## config.mk

```make
export PLATFORM = sky130hd
export DESIGN_NAME = lcd_hien_thi_20x4
export DESIGN_NICKNAME = d
export VERILOG_FILES = /design/src/rtl/lcd_hien_thi_20x4.sv
export SDC_FILE = /design/constraint.sdc
export NUM_CORES = 2
export LEC_CHECK = 0
export CAP_MARGIN = 0
export CORE_AREA = 2 2 254 256
export CTS_CLUSTER_SIZE = 28
export DETAILED_ROUTE_END_ITERATION = 12
export DIE_AREA = 0 0 256 258
export PLACE_DENSITY = 0.88
export SLEW_MARGIN = 20
export SYNTH_ARGS = -nofsm -noshare
export SYNTH_HDL_FRONTEND = slang
export SYNTH_SLANG_ARGS = --single-unit
```

## constraint.sdc

```tcl
create_clock -name clk -period 5.35 [get_ports clk]
set_input_delay 1.07 -clock clk [delete_from_list [all_inputs] [get_ports clk]]
set_output_delay 1.07 -clock clk [all_outputs]
set_load 0.01 [all_outputs]
```

## src/rtl/lcd_hien_thi_20x4.sv

```systemverilog
// lcd_hien_thi_20x4: refreshes a 20x4 HD44780 character LCD (8-bit, write-only)
// from four 160-bit line buffers, snapshotted once per frame.
// Ports: clk, rst_n (async active-low); lcd_h0..lcd_h3 line text (char 0 in [159:152]);
//        lcd_rs/lcd_rw/lcd_en/lcd_data LCD bus; lcd_on power enable;
//        frame_done pulses in the final wait cycle of each frame.
module lcd_hien_thi_20x4 #(
    parameter int unsigned T_POWERUP = 1000000,
    parameter int unsigned T_SETUP   = 5,
    parameter int unsigned T_EN      = 25,
    parameter int unsigned T_CMD     = 2500,
    parameter int unsigned T_CLEAR   = 100000
) (
    input  logic         clk,
    input  logic         rst_n,
    input  logic [159:0] lcd_h0,
    input  logic [159:0] lcd_h1,
    input  logic [159:0] lcd_h2,
    input  logic [159:0] lcd_h3,
    output logic         lcd_rs,
    output logic         lcd_rw,
    output logic         lcd_en,
    output logic [7:0]   lcd_data,
    output logic         lcd_on,
    output logic         frame_done
);
    localparam int unsigned M1 = (T_POWERUP > T_CLEAR) ? T_POWERUP : T_CLEAR;
    localparam int unsigned M2 = (M1 > T_CMD) ? M1 : T_CMD;
    localparam int unsigned M3 = (M2 > T_EN) ? M2 : T_EN;
    localparam int unsigned MX = (M3 > T_SETUP) ? M3 : T_SETUP;
    localparam int CW = $clog2(MX + 1);

    typedef enum logic [2:0] {
        PWR_WAIT, INIT, SNAP, LINE_ADDR, CHARS
    } top_t;
    typedef enum logic [1:0] {
        PH_SETUP, PH_EN, PH_WAIT
    } ph_t;

    top_t st, st_n;
    ph_t ph, ph_n;
    logic [CW-1:0] cnt, cnt_n, lim;
    logic [1:0] idx, idx_n, line, line_n;
    logic [4:0] col, col_n;
    logic [0:3][159:0] fbuf;
    logic snap_en, byte_st, is_clear, byte_done;
    logic [159:0] sel, shl;

    always_ff @(posedge clk or negedge rst_n) begin
        if (!rst_n) begin
            st     <= PWR_WAIT;
            ph     <= PH_SETUP;
            cnt    <= '0;
            idx    <= '0;
            line   <= '0;
            col    <= '0;
            fbuf   <= '0;
            lcd_on <= 1'b0;
        end else begin
            st     <= st_n;
            ph     <= ph_n;
            cnt    <= cnt_n;
            idx    <= idx_n;
            line   <= line_n;
            col    <= col_n;
            lcd_on <= 1'b1;
            if (snap_en)
                fbuf <= {lcd_h0, lcd_h1, lcd_h2, lcd_h3};
        end
    end

    // Clear display needs the long wait; every other byte uses T_CMD.
    assign is_clear = (st == INIT) && (idx == 2'd3);
    assign byte_st  = (st == INIT) || (st == LINE_ADDR) || (st == CHARS);

    always_comb begin
        lim = CW'(T_CMD - 1);
        unique case (ph)
            PH_SETUP: lim = CW'(T_SETUP - 1);
            PH_EN:    lim = CW'(T_EN - 1);
            default:  lim = is_clear ? CW'(T_CLEAR - 1) : CW'(T_CMD - 1);
        endcase
    end

    always_comb begin
        st_n       = st;
        ph_n       = ph;
        cnt_n      = cnt + 1'b1;
        idx_n      = idx;
        line_n     = line;
        col_n      = col;
        snap_en    = 1'b0;
        byte_done  = 1'b0;
        frame_done = 1'b0;
        unique case (st)
            PWR_WAIT: begin
                if (cnt == CW'(T_POWERUP - 1)) begin
                    st_n  = INIT;
                    ph_n  = PH_SETUP;
                    cnt_n = '0;
                    idx_n = '0;
                end
            end
            SNAP: begin
                snap_en = 1'b1;
                st_n    = LINE_ADDR;
                ph_n    = PH_SETUP;
                line_n  = '0;
                cnt_n   = '0;
            end
            default: begin
                if (cnt == lim) begin
                    cnt_n = '0;
                    unique case (ph)
                        PH_SETUP: ph_n = PH_EN;
                        PH_EN:    ph_n = PH_WAIT;
                        default: begin
                            ph_n      = PH_SETUP;
                            byte_done = 1'b1;
                        end
                    endcase
                end
            end
        endcase
        if (byte_done) begin
            unique case (1'b1)
                st == INIT: begin
                    if (idx == 2'd3)
                        st_n = SNAP;
                    else
                        idx_n = idx + 1'b1;
                end
                st == LINE_ADDR: begin
                    st_n  = CHARS;
                    col_n = '0;
                end
                default: begin
                    if (col == 5'd19) begin
                        if (line == 2'd3) begin
                            frame_done = 1'b1;
                            st_n       = SNAP;
                        end else begin
                            line_n = line + 1'b1;
                            st_n   = LINE_ADDR;
                        end
                    end else begin
                        col_n = col + 1'b1;
                    end
                end
            endcase
        end
    end

    // Character select: shift the chosen line so column col lands on the top byte.
    assign sel = fbuf[line];
    assign shl = sel << {col, 3'b000};

    always_comb begin
        lcd_data = 8'h00;
        unique case (st)
            INIT: begin
                unique case (idx)
                    2'd0:    lcd_data = 8'h38;
                    2'd1:    lcd_data = 8'h0C;
                    2'd2:    lcd_data = 8'h06;
                    default: lcd_data = 8'h01;
                endcase
            end
            LINE_ADDR: begin
                unique case (line)
                    2'd0:    lcd_data = 8'h80;
                    2'd1:    lcd_data = 8'hC0;
                    2'd2:    lcd_data = 8'h94;
                    default: lcd_data = 8'hD4;
                endcase
            end
            CHARS:   lcd_data = shl[159:152];
            default: lcd_data = 8'h00;
        endcase
    end

    assign lcd_rs = (st == CHARS);
    assign lcd_rw = 1'b0;
    assign lcd_en = byte_st && (ph == PH_EN);

endmodule

```

== Word level (Yosys, flattened, before mapping) ==
Cells that the tools add are included.

* Register bits: 675
* Bits of input ports: 642

* $add $sub $neg: 4
* Order comparisons: 1
* Equal/unequal tests: 16
* Shift-type cells: 1
* Multiplexer cells: 42
* Bitwise logic cells: 2
* Reductions and logical operators: 14

{| class="wikitable"
|+ Operators by type and width
! operator !! count
|-
| 160-bit binary-select mux with 2-bit select || 1
|-
| 160-bit 2-to-1 mux || 2
|-
| 160-bit by 8-bit << shifter with 160-bit output || 1
|-
| 20-bit 2-to-1 mux || 2
|-
| 20-bit one-hot mux with 2 select lines || 1
|-
| 17-bit one-hot mux with 2 select lines || 1
|-
| 2-bit 2-to-1 mux || 12
|-
| 8-bit one-hot mux with 3 select lines || 1
|-
| 7-bit one-hot mux with 3 select lines || 1
|-
| 20-bit by 1-bit adder with 20-bit output, second input constant || 1
|-
| 20-bit == test || 1
|-
| 20-bit == test, second input constant || 1
|-
| 6-bit one-hot mux with 3 select lines || 1
|-
| 17-bit 2-to-1 mux || 1
|-
| 3-bit 2-to-1 mux || 4
|-
| 3-bit one-hot mux with 2 select lines || 2
|-
| 5-bit one-hot mux with 2 select lines || 1
|-
| 1-bit 2-to-1 mux || 9
|-
| 2-bit == test, second input constant || 4
|-
| 2-bit one-hot mux with 2 select lines || 2
|-
| 2-bit by 1-bit == test with 1-bit output, second input constant || 3
|-
| 3-bit by 2-bit == test with 1-bit output, second input constant || 2
|-
| 2-bit zero test || 3
|-
| 2-bit OR reduction || 3
|-
| 16 further kinds || 20
|}

== Logic depth before layout (Yosys ltp) ==
* Depth after elaboration: 8
* Depth in mapped cells: 10
* Depth with buffers taken out: 7

== Worst setup path after synthesis ==
OpenSTA, ideal clock, no wires.

* Path kind: reg2out
* From: register line[1]
* To: output lcd_data[3]
* Arrival: 2.505 ns
* Data required time: 4.280 ns
* Setup slack: 1.775 ns
* Cell stages (with the launch flop): 10
* Buffers on the path: 4
* Cell sequence: dfrtp_1 clkbuf_1 buf_2 buf_2 buf_2 mux4_2 mux2i_1 nand2_1 o211ai_1 o311ai_0

* Word-level cells in the longest chain between the ends: 6

{| class="wikitable"
|+ RTL lines
! item !! line !! text
|-
| from (decl) || 42 || <nowiki>logic [1:0] idx, idx_n, line, line_n;</nowiki>
|-
| from (signal assigned) || 63 || <nowiki>line <= line_n;</nowiki>
|-
| 2-bit inverter with 3-bit output (not written as such) || 154 || <nowiki>assign sel = fbuf[line];</nowiki>
|-
| 160-bit binary-select mux with 2-bit select || 154 ||
|-
| 160-bit 2-to-1 mux (not written as such) (2 in series) || 154 ||
|-
| 160-bit by 8-bit << shifter with 160-bit output || 155 || <nowiki>assign shl = sel << {col, 3'b000};</nowiki>
|-
| 8-bit one-hot mux with 3 select lines || 159 || <nowiki>unique case (st)</nowiki>
|-
| to (decl) || 22 || <nowiki>output logic [7:0] lcd_data,</nowiki>
|}

Every way passes these cells. The select of a mux whose other input is x is not followed.

== Worst setup path after layout ==
* From: register col[1]
* To: output lcd_data[3]

* Word-level cells in the longest chain between the ends: 2

{| class="wikitable"
|+ RTL lines
! item !! line !! text
|-
| from (decl) || 43 || <nowiki>logic [4:0] col, col_n;</nowiki>
|-
| from (signal assigned) || 64 || <nowiki>col <= col_n;</nowiki>
|-
| 160-bit by 8-bit << shifter with 160-bit output || 155 ||
|-
| 8-bit one-hot mux with 3 select lines || 159 ||
|}

Every way passes these cells.

==> summary.md <==
| Metric | Value |
|---|---|
| Finished Cell Area | `41200 um^2` |
| Floorplan die height | `258 um` |
| Global-route wire length before repair | `171000 um` |
| Drt first-iter violations | `3113` |
| Synth unique cells | `62` |
| Most used standard cells in the synthesized netlist | `sky130_fd_sc_hd__nand2_1, sky130_fd_sc_hd__dfrtp_1, sky130_fd_sc_hd__clkbuf_1` |
| Final setup fails | `0` |
| H-Tree Depth | `3` |
| Register area | `16900 um^2` |
| Top-Level Pins | `655` |
| Period utilisation layout | `0.962` |
| Number of slew-limit violations in the final report | `0` |
| Worst-case headroom to the max-slew limit | `0.215` |
| Wirelength per Cell | `23.1 um` |
| Clock-pin slew reported for the worst setup and hold paths after clock tree synthesis | `60 ps` |
| Layout Area Growth over Synthesis | `31.8%` |
| Synthesized instance count | `3466` |
| Register bit total from synthesis | `675` |
| Async S/R FF share, synth | `1.00` |
| Count of standard-cell rows | `93` |
| Cell types with the largest area share after synthesis | `sky130_fd_sc_hd__dfrtp_1, sky130_fd_sc_hd__nand2_1, sky130_fd_sc_hd__mux4_2` |
| Number of filler cells placed in the layout | `4906` |
| Hold path startpoint | `fbuf[180]$_DFFE_PN0P_` |
| Final hold viol count | `0` |
| Placed instance area | `38600 um^2` |
| Worst flop-to-flop path startpoint | `ph[1]$_DFFE_PN0P_` |
| Yosys top cell area share | `0.541` |
| Die outline width | `256 um` |
| Clock skew | `22.4 ps` |
| Most used flip-flop cell after synthesis | `sky130_fd_sc_hd__dfrtp_1` |
| Number of nets produced by synthesis | `4120` |
| Worst Tran Pin Value | `1180 ps` |
| I/O Buffers | `653` |
| Skew-Pair Late Insertion Delay | `620 ps` |
| Sequential area share after synthesis | `0.541` |
| Total overflow reported by the global router | `0` |
| HPWL after detailed placement | `84700 um` |
| DR vias/cell | `5.59` |
| RSZ-0062 raised after global routing | `false` |
| Num CTS Buffers | `71` |
| Clock Sinks | `675` |
| Cell accounting for the most synthesized area | `sky130_fd_sc_hd__dfrtp_1` |
| TritonCTS clock tree | `done` |
| Most repeated cell in the gate-level netlist after synthesis | `sky130_fd_sc_hd__nand2_1` |
| Kind of end point of the critical path | `output pin` |
| Pin count of the biggest net entering global routing | `243` |
| Post-synthesis cell area | `31200 um^2` |
| Final weighted congestion in routability-driven placement | `0.943` |
| Count of nets left with antenna violations after detail routing | `0` |
| Multi-input combinational cell area | `13500 um^2` |
| Minimum clock period | `5150 ps` |
| Share of layout cells above drive strength 1 | `0.0710` |
| Required time at the worst-slack endpoint | `4280 ps` |
| P per Cell Area | `270 nW/um^2` |
| Lkg Pwr | `17.0 nW` |
| Worst supply voltage drop on vdd | `201 uV` |
| Number of global-route vias before repair | `27769` |
| Launch point of the worst path | `col[1]$_DFFE_PN0P_` |
| Layout Nets | `4674` |
| Synthesized area per cell | `9.01 um^2` |
| Starting Density | `0.491` |
| Std-Cell Core Area | `63600 um^2` |
| Via Count | `27607` |
| Category of the most critical setup path | `reg -> out` |
| Residual DRC count | `0` |
| Count of flip-flops with a built-in enable after synthesis | `0` |
| Number of warnings issued by yosys | `0` |
| Die ar. | `66000 um^2` |
| Result of the run | `finished clean` |
| Max-cap check violation count | `0` |
| Worst Path Arrival | `4080 ps` |
| GRT Total Usage | `0.344` |
| Cell at the root of the clock tree | `sky130_fd_sc_hd__clkbuf_16` |
| Worst hold path type | `reg -> reg` |
| Final TNS setup | `0 ps` |
| Critical path launch point type | `register` |
| Peak clock frequency supported by timing | `0.194 GHz` |
| Routed Wire Length | `114000 um` |
| DR pass1 iterations | `6` |
| Number of antenna violations at the first check in global routing | `13` |
| Maximum fanout along the worst path | `43` |
| Number of buffers between clock root and the deepest sink | `3` |
stage by stage:
stage                     cells  utilization  hold slack (ps)  setup WS, ps  power (mW)
after CTS                  4926        0.646              475          79.2        11.2
after floorplan            3466            -              440          1770        5.21
final                      4937        0.647              472           205        11.1
after detailed placement   4801        0.606              459           739        5.82
after global routing       4934        0.647              489          31.7        11.4
after global placement     4801        0.606              453           750        5.82
final timing paths:
path,end,slack (ps),cells past startpoint
setup reg to reg,idx[0]$_DFF_PN0_,2330,6
hold reg to reg,fbuf[180]$_DFFE_PN0P_,470,2
setup / recovery,lcd_data[3],200,7
hold / removal,fbuf[180]$_DFFE_PN0P_,470,2
max in group asynchronous,fbuf[25]$_DFFE_PN0P_,3570,2
min in group asynchronous,fbuf[252]$_DFFE_PN0P_,550,1
where the power goes:
part,total [mW],internal [mW],switching [mW]
Combinational,0.622,0.424,0.198
Sequential,5.10,5.10,0.000105
Clock,5.39,3.26,2.13
cell families after synthesis:
group                    synth area share
AO/OA/AOI/OAI                      0.0334
XOR/XNOR                          0.00533
adder cells (fa/ha/maj)           0.00481
buffers and inverters              0.0282
flip-flops                          0.541
multiplexers                        0.118
other                            0.000240
AND/OR/NAND/NOR                     0.269
cells in the final DEF, fill, tap and decap left out, drive strengths merged, types with 4 or more instances in the layout:
cell / instances
bufinv: 13
xnor2: 11
mux2: 6
o211ai: 4
nand4: 14
o21ai: 15
nor2b: 8
clkinv: 15
mux4: 100
nor2: 45
nand3: 58
inv: 12
and2: 4
clkdlybuf4s50: 652
a32oi: 8
dfrtp: 675
diode: 10
and3: 13
a22oi: 73
xor2: 8
nor3b: 4
clkinvlp: 6
buf: 47
a21oi: 10
or4: 5
nor4b: 5
nor4: 5
mux2i: 137
clkbuf: 89
nor3: 10
ha: 12
nand2: 1957
registers in the layout, indices dropped and copies added, names as in the netlist:
register,flops
ph,2
st,3
lcd_on,1
line,2
col,5
cnt,20
idx,2
fbuf,640
area by class of cell:
type | count | share of cell area
clock inverter | 36 | 0.0133
antenna | 10 | 0.000608
inverter | 10 | 0.000912
multi-input combinational | 2563 | 0.328
timing repair buffer | 699 | 0.173
sequential | 675 | 0.411
tap | 855 | 0.0260
clock buffer | 89 | 0.0480
per-layer routing:
layer,track usage,wire length (um),part of all wire,up-vias
met5,0,54,0.00047,-
met4,0.208,7250,0.064,8
met3,0.0684,9430,0.083,332
met2,0.537,53200,0.47,1419
met1,0.448,44000,0.39,13504
li1,-,-,-,12344
critical path, cell delays in order, from the launching register on:
cell                              delay [ps]
sky130_fd_sc_hd__dfrtp_4                 840
sky130_fd_sc_hd__nor2b_2                 890
sky130_fd_sc_hd__a221oi_1                220
sky130_fd_sc_hd__o21ai_0                 250
sky130_fd_sc_hd__nand4_1                 220
sky130_fd_sc_hd__o21ai_0                 200
sky130_fd_sc_hd__o311ai_0                170
sky130_fd_sc_hd__clkdlybuf4s50_1         620
timing repair:
| action | in CTS | in global routing |
|---|---|---|
| setup endpoints to repair | 0 | 2 |
| setup buffers | 0 | 1 |
| hold buffers | 0 | 0 |
| resized for setup | 0 | 1 |
Power figures use the tool's default switching activity.
